## config.mk

```make
export PLATFORM = sky130hd
export DESIGN_NAME = midi_rx_parser
export DESIGN_NICKNAME = d
export VERILOG_FILES = /design/src/rtl/midi_pkg.sv /design/src/rtl/midi_uart_rx.sv /design/src/rtl/midi_rx_parser.sv
export SDC_FILE = /design/constraint.sdc
export NUM_CORES = 1
export LEC_CHECK = 0
export BUFFER_PORTS_ARGS = -buffer_cell sky130_fd_sc_hd__buf_2
export CAP_MARGIN = 20
export CORE_MARGIN = 1
export CORE_UTILIZATION = 40
export CTS_CLUSTER_SIZE = 12
export DETAILED_ROUTE_END_ITERATION = 8
export GPL_ROUTABILITY_DRIVEN = 0
export GPL_TIMING_DRIVEN = 0
export SLEW_MARGIN = 20
export SYNTH_ARGS = -nofsm -noshare
export SYNTH_HDL_FRONTEND = slang
export SYNTH_HIERARCHICAL = 1
export SYNTH_SLANG_ARGS = --single-unit
export TNS_END_PERCENT = 100
```

## constraint.sdc

```tcl
create_clock -name clk -period 2 [get_ports clk]
set_input_delay 0.3 -clock clk [delete_from_list [all_inputs] [get_ports clk]]
set_output_delay 0.3 -clock clk [all_outputs]
set_load 0.01 [all_outputs]
```

## src/rtl/midi_pkg.sv

```systemverilog
// -----------------------------------------------------------------------------
// midi_pkg
// Shared definitions for the MIDI IN receive path:
//   - MIDI status byte constants
//   - midi_data_len(): number of data bytes that follow a channel status byte
//   - midi_byte_class(): coarse classification of a received byte
//   - rx_state_t: byte receiver FSM states
// -----------------------------------------------------------------------------
package midi_pkg;

    localparam logic [7:0] MIDI_CC      = 8'hB0;
    localparam logic [7:0] MIDI_PC      = 8'hC0;
    localparam logic [7:0] MIDI_NOTE_ON = 8'h90;
    localparam logic [7:0] MIDI_SYSEX   = 8'hF0;
    localparam logic [7:0] MIDI_EOX     = 8'hF7;

    typedef enum logic [2:0] {
        IDLE      = 3'd0,
        START     = 3'd1,
        DATA      = 3'd2,
        STOP      = 3'd3,
        WAIT_HIGH = 3'd4
    } rx_state_t;

    // Data bytes (0x00-0x7F), channel status (0x80-0xEF),
    // system common / SysEx (0xF0-0xF7), real-time (0xF8-0xFF).
    typedef enum logic [1:0] {
        BC_DATA = 2'd0,
        BC_CHAN = 2'd1,
        BC_SYS  = 2'd2,
        BC_RT   = 2'd3
    } byte_class_t;

    // Program change (0xCn) and channel pressure (0xDn) carry one data byte.
    function automatic logic [1:0] midi_data_len(input logic [7:0] status);
        case (status[7:4])
            4'hC, 4'hD: return 2'd1;
            default:    return 2'd2;
        endcase
    endfunction

    function automatic byte_class_t midi_byte_class(input logic [7:0] b);
        if (b[7] == 1'b0) begin
            return BC_DATA;
        end else if (b[7:4] != 4'hF) begin
            return BC_CHAN;
        end else if (b[3] == 1'b1) begin
            return BC_RT;
        end else begin
            return BC_SYS;
        end
    endfunction

endpackage

```

## src/rtl/midi_uart_rx.sv

```systemverilog
// -----------------------------------------------------------------------------
// midi_uart_rx
// 8N1 serial byte receiver with a 2-flop input synchronizer.
//   clk        system clock
//   rst        asynchronous reset, active-low
//   rx         asynchronous serial line, idle high
//   byte_valid one-cycle strobe, byte_data holds the received byte
//   byte_data  last good byte
//   frame_err  one-cycle strobe, stop bit sampled low (byte discarded)
// Bits are sampled mid-bit: the start bit is re-checked half a bit after the
// falling edge, then every BAUD_CNT cycles.
// -----------------------------------------------------------------------------
module midi_uart_rx
    import midi_pkg::*;
#(
    parameter int BAUD_CNT = 3200
) (
    input  logic       clk,
    input  logic       rst,
    input  logic       rx,
    output logic       byte_valid,
    output logic [7:0] byte_data,
    output logic       frame_err
);

    localparam int CW = $clog2(BAUD_CNT);
    localparam logic [CW-1:0] HALF_LOAD = CW'(BAUD_CNT / 2 - 1);
    localparam logic [CW-1:0] FULL_LOAD = CW'(BAUD_CNT - 1);
    localparam logic [CW-1:0] CNT_ZERO  = CW'(0);
    localparam logic [CW-1:0] CNT_ONE   = CW'(1);

    logic            sync1_r;
    logic            rx_s;
    rx_state_t       state_r;
    logic [CW-1:0]   cnt_r;
    logic [2:0]      bit_r;
    logic [7:0]      shift_r;

    // Two-stage synchronizer; resets to the idle (high) line level.
    always_ff @(posedge clk or negedge rst) begin
        if (!rst) begin
            sync1_r <= 1'b1;
            rx_s    <= 1'b1;
        end else begin
            sync1_r <= rx;
            rx_s    <= sync1_r;
        end
    end

    // Byte receiver FSM with registered strobes.
    always_ff @(posedge clk or negedge rst) begin
        if (!rst) begin
            state_r    <= IDLE;
            cnt_r      <= CNT_ZERO;
            bit_r      <= 3'd0;
            shift_r    <= 8'h00;
            byte_valid <= 1'b0;
            byte_data  <= 8'h00;
            frame_err  <= 1'b0;
        end else begin
            byte_valid <= 1'b0;
            frame_err  <= 1'b0;
            case (state_r)
                IDLE: begin
                    if (!rx_s) begin
                        cnt_r   <= HALF_LOAD;
                        state_r <= START;
                    end
                end
                START: begin
                    if (cnt_r == CNT_ZERO) begin
                        if (rx_s) begin
                            // Line back high at mid start bit: glitch.
                            state_r <= IDLE;
                        end else begin
                            cnt_r   <= FULL_LOAD;
                            bit_r   <= 3'd0;
                            state_r <= DATA;
                        end
                    end else begin
                        cnt_r <= cnt_r - CNT_ONE;
                    end
                end
                DATA: begin
                    if (cnt_r == CNT_ZERO) begin
                        shift_r <= {rx_s, shift_r[7:1]};   // LSB first
                        cnt_r   <= FULL_LOAD;
                        if (bit_r == 3'd7) begin
                            state_r <= STOP;
                        end else begin
                            bit_r <= bit_r + 3'd1;
                        end
                    end else begin
                        cnt_r <= cnt_r - CNT_ONE;
                    end
                end
                STOP: begin
                    if (cnt_r == CNT_ZERO) begin
                        if (rx_s) begin
                            byte_valid <= 1'b1;
                            byte_data  <= shift_r;
                            state_r    <= IDLE;
                        end else begin
                            // Low stop bit: wait for the line to recover so a
                            // held-low line is not mistaken for a new start.
                            frame_err <= 1'b1;
                            state_r   <= WAIT_HIGH;
                        end
                    end else begin
                        cnt_r <= cnt_r - CNT_ONE;
                    end
                end
                WAIT_HIGH: begin
                    if (rx_s) begin
                        state_r <= IDLE;
                    end
                end
                default: begin
                    state_r <= IDLE;
                end
            endcase
        end
    end

endmodule

```

## src/rtl/midi_rx_parser.sv

```systemverilog
// -----------------------------------------------------------------------------
// midi_rx_parser
// MIDI IN receiver: serial line to complete channel messages.
//   clk        system clock
//   rst        asynchronous reset, active-low
//   midi_rx    asynchronous serial MIDI line, idle high
//   msg_valid  one-cycle strobe, msg_* carry a complete channel message
//   msg_status status byte 0x80-0xEF
//   msg_data1  first data byte
//   msg_data2  second data byte (0x00 for one-data-byte messages)
//   msg_len    number of data bytes (1 or 2)
//   frame_err  one-cycle strobe, a byte arrived with a low stop bit
// Running status is kept across messages; real-time bytes are transparent;
// system bytes cancel running status so SysEx payload is dropped.
// -----------------------------------------------------------------------------
module midi_rx_parser
    import midi_pkg::*;
#(
    parameter int BAUD_CNT = 3200
) (
    input  logic       clk,
    input  logic       rst,
    input  logic       midi_rx,
    output logic       msg_valid,
    output logic [7:0] msg_status,
    output logic [7:0] msg_data1,
    output logic [7:0] msg_data2,
    output logic [1:0] msg_len,
    output logic       frame_err
);

    logic       byte_valid_s;
    logic [7:0] byte_data_s;
    logic       frame_err_s;

    logic [7:0] run_status_r;
    logic       have_status_r;
    logic       have_d1_r;
    logic [7:0] d1_r;

    midi_uart_rx #(
        .BAUD_CNT (BAUD_CNT)
    ) u_uart (
        .clk        (clk),
        .rst        (rst),
        .rx         (midi_rx),
        .byte_valid (byte_valid_s),
        .byte_data  (byte_data_s),
        .frame_err  (frame_err_s)
    );

    // The receiver's strobe is already registered.
    assign frame_err = frame_err_s;

    // Running-status message assembler with registered message outputs.
    always_ff @(posedge clk or negedge rst) begin
        if (!rst) begin
            run_status_r  <= 8'h00;
            have_status_r <= 1'b0;
            have_d1_r     <= 1'b0;
            d1_r          <= 8'h00;
            msg_valid     <= 1'b0;
            msg_status    <= 8'h00;
            msg_data1     <= 8'h00;
            msg_data2     <= 8'h00;
            msg_len       <= 2'd0;
        end else begin
            msg_valid <= 1'b0;
            if (frame_err_s) begin
                // A corrupted byte breaks the current message only.
                have_d1_r <= 1'b0;
            end else if (byte_valid_s) begin
                case (midi_byte_class(byte_data_s))
                    BC_CHAN: begin
                        run_status_r  <= byte_data_s;
                        have_status_r <= 1'b1;
                        have_d1_r     <= 1'b0;
                    end
                    BC_SYS: begin
                        have_status_r <= 1'b0;
                        have_d1_r     <= 1'b0;
                    end
                    BC_DATA: begin
                        if (!have_status_r) begin
                            have_d1_r <= 1'b0;
                        end else if (have_d1_r) begin
                            msg_valid  <= 1'b1;
                            msg_status <= run_status_r;
                            msg_data1  <= d1_r;
                            msg_data2  <= byte_data_s;
                            msg_len    <= 2'd2;
                            have_d1_r  <= 1'b0;
                        end else if (midi_data_len(run_status_r) == 2'd1) begin
                            msg_valid  <= 1'b1;
                            msg_status <= run_status_r;
                            msg_data1  <= byte_data_s;
                            msg_data2  <= 8'h00;
                            msg_len    <= 2'd1;
                        end else begin
                            d1_r      <= byte_data_s;
                            have_d1_r <= 1'b1;
                        end
                    end
                    default: begin
                        // Real-time: no effect on parser state.
                        have_d1_r <= have_d1_r;
                    end
                endcase
            end else begin
                have_d1_r <= have_d1_r;
            end
        end
    end

endmodule

```

==> flow_summary.ini <==
[pwr]
cellLeakagePower_nw = 2.178
power_density_nw_per_um2 = 640.2
total_power_mw = 2.913
peakVddDrop_mv = 0.3573

[final_layout]
post-route-util_pct = 49.25
n_antenna_cell = 0
final_cell_mix = dfrtp_1 (75), mux2_2 (40), buf_2 (31), nor2_1 (21), buf_4 (15)
syn_to_final_growth_pct = 19.64
drive_gt1_share_pct = 41.58
nets = 374
layout_commonest_cell = dfrtp_1

[global_routing]
grt_first_pass_wirelength_mm = 13.39
met1_usage_pct = 22.71
grt_max_degree = 57
use_met3_pct = 4.146
antenna_found_initial = 0
grt.overflow.total = 0
grt_use_total_pct = 17.32
first_global_vias = 2659
grt_use_met2_pct = 28.15
busiest_layer = met2

[yosys]
ys.flop_type = dfrtp_1
yosysTopAreaCell = dfrtp_1
synth_area_per_cell_um2 = 12.35
synthArstFlopShare_pct = 100.0
yosysWarningCount = 6
syn_inst = 308
ys_types = 56
synth.area.top_cells = dfrtp_1 (53%), mux2_2 (12%), ha_1 (2.6%)
yosysTopAreaCellShare_pct = 53.29
ys_seq_area_share_pct = 54.67
synth_edf_count = 0
ys_seq_elements = 83
synth_nets = 319
syn-cell-area_um2 = 3804

[clocking]
htreeDepth = 3
clkSlewWorstSetupHoldPaths_ns = 0.09
cts_root_buf = clkbuf_8
cts_buffers = 9
cts_tree = built
clockBufferDepth = 2
insertion_delay_ns = 0.36
cts.sinks = 83

[worst_setup_path]
ff2ff_setup_slack_ns = 0.004
worst_setup_path_start_kind = flip-flop
critPathBufInv = 1
end_kind = flip-flop
cp_top_family = simple AND/OR/NAND/NOR gates
max_stage_delay_ns = 0.58
crit_cells = 7
ff2ff_path_depth = 7
crit_type = reg -> reg
required_ns = 2.30
cp_slowest_cell = or4b_4
crit_fanout = 5
crit_chain = inv_2, ha_4, nor4b_4, nand3_2, or4b_4, nor3_4, mux2_4
cp.arrival_ns = 2.29

[floorplanning]
dieArea_um2 = 9903
io_pins = 31
core_area_um2 = 9240
fp.dieH_um = 99.52
die_w_um = 99.52
core.rowCount = 35
initial_core_util_pct = 41.16

[worst_hold_path]
min_path_type = in -> reg
holdPathStages = 1

[routing]
drcViolationCount = 0
wl_per_cell_um = 15.80
dr.pass1.iters = 4
ant_nets = 0
vias_per_cell = 5.300
routed_wl_mm = 7.853
initialDrtViolationCount = 62
vias = 2634

[sta]
period_share_pct = 99.82
finalHoldViolCount = 0
rsz0062_at_grt = yes
slew_viol_final = 0
fmax_mhz = 500.9
tns_ns = 0
setup-violations-final = 0
relSlewSlack_pct = 55.58
skew_ns = 0.01344
worst_pin_slew_ns = 0.6602
post-route-min-period_ns = 1.996

[placement]
numPortBuffers = 30
place_hpwl_mm = 5.170

[status]
status = completed

[flow_run]
drv_cap = 0
-- per-stage QoR --
stage	cells	hold WS (ns)	cell area, um2	worst slack [ns]
floorplan	308	0.004409	3822	-0.03187
global placement	467	0.3460	4134	-0.5141
detailed placement	468	0.2484	4164	-0.6211
CTS	497	0.01956	4504	-0.02917
global route	497	0.01370	4551	-0.08792
finish	497	0.03805	4551	0.003615
-- cell usage after synthesis (2+ instances only) --
cell type and n:
or2_2 9, a32o_1 2, dfrtp_1 81, buf_2 5, and2_1 3, a211oi_1 9
a22o_1 10, a211o_1 3, nor3_1 14, mux2_2 41, inv_1 9, o2bb2ai_1 5
nor2_1 22, o21ai_0 4, nand2_1 12, ha_1 8, nor4b_1 2, a21oi_1 9
nand3_1 3, dfstp_2 2, clkbuf_1 5, buf_6 3, nor4b_4 2, a31oi_1 3
a22oi_1 2, o32ai_1 8, a311oi_1 2, and3b_1 2
-- per-layer routing --
layer,share of wire [%],vias to the layer above
li1,-,1262
met1,48,1295
met2,46,62
met3,4.0,15
met4,1.9,0
met5,0,-
-- area by class of cell --
cell class                      count  area, um2
Buffer                             12      82.58
Clock buffer                        9      123.9
Clock inverter                      7      68.82
Fill cell                         816       4690
Inverter                           10      37.54
Multi-Input combinational cell    202       1698
Sequential cell                    83       2087
Tap cell                          129      161.4
Timing Repair Buffer               45      291.5
-- where the power goes --
group          internal [mW]  leakage, nW  switching [mW]  total [mW]
Sequential              1.68         1.11         0.00252        1.68
Combinational         0.0102        0.976          0.0354      0.0457
Clock                  0.490       0.0937           0.695        1.18
-- timing repair --
action,4_1_cts,5_1_grt
pin swaps,5,1
resized for setup,16,16
setup endpoints to repair,75,52
setup buffers,12,1
hold buffers,1,0
endpoints found under the hold margin,27,0
cloned,1,0
-- worst paths after layout --
path                                                   from                          end
worst max-delay path            u_uart/cnt_r[0]$_DFFE_PN0P_  u_uart/bit_r[0]$_DFFE_PN0P_
worst min-delay path                                midi_rx     u_uart/sync1_r$_DFF_PN1_
worst max register to register  u_uart/cnt_r[0]$_DFFE_PN0P_  u_uart/bit_r[0]$_DFFE_PN0P_
worst min register to register     u_uart/sync1_r$_DFF_PN1_        u_uart/rx_s$_DFF_PN1_
max in group asynchronous                               rst     u_uart/sync1_r$_DFF_PN1_
min in group asynchronous                               rst    msg_status[1]$_DFFE_PN0P_
-- cells by family after synthesis --
kind of cell / after synthesis / synth area share [%]
and+or+nand+nor: 84 / 13.45
AOI/OAI and AO/OA: 66 / 13.39
xor gates and xnor gates: 1 / 0.2303
muxes: 42 / 12.40
DFF: 83 / 54.67
adders and majority gates: 8 / 2.632
buffers and inverters: 24 / 3.223
-- sequential cells by signal, indices dropped and copies added, names as in the netlist, 2 cells and up --
register	cells
msg_data1	8
u_uart/bit_r	3
msg_status	8
u_uart/shift_r	8
msg_data2	8
u_uart/cnt_r	12
d1_r	8
run_status_r	8
u_uart/state_r	3
u_uart/byte_data	8
msg_len	2
(Power assumes the default switching activity.)
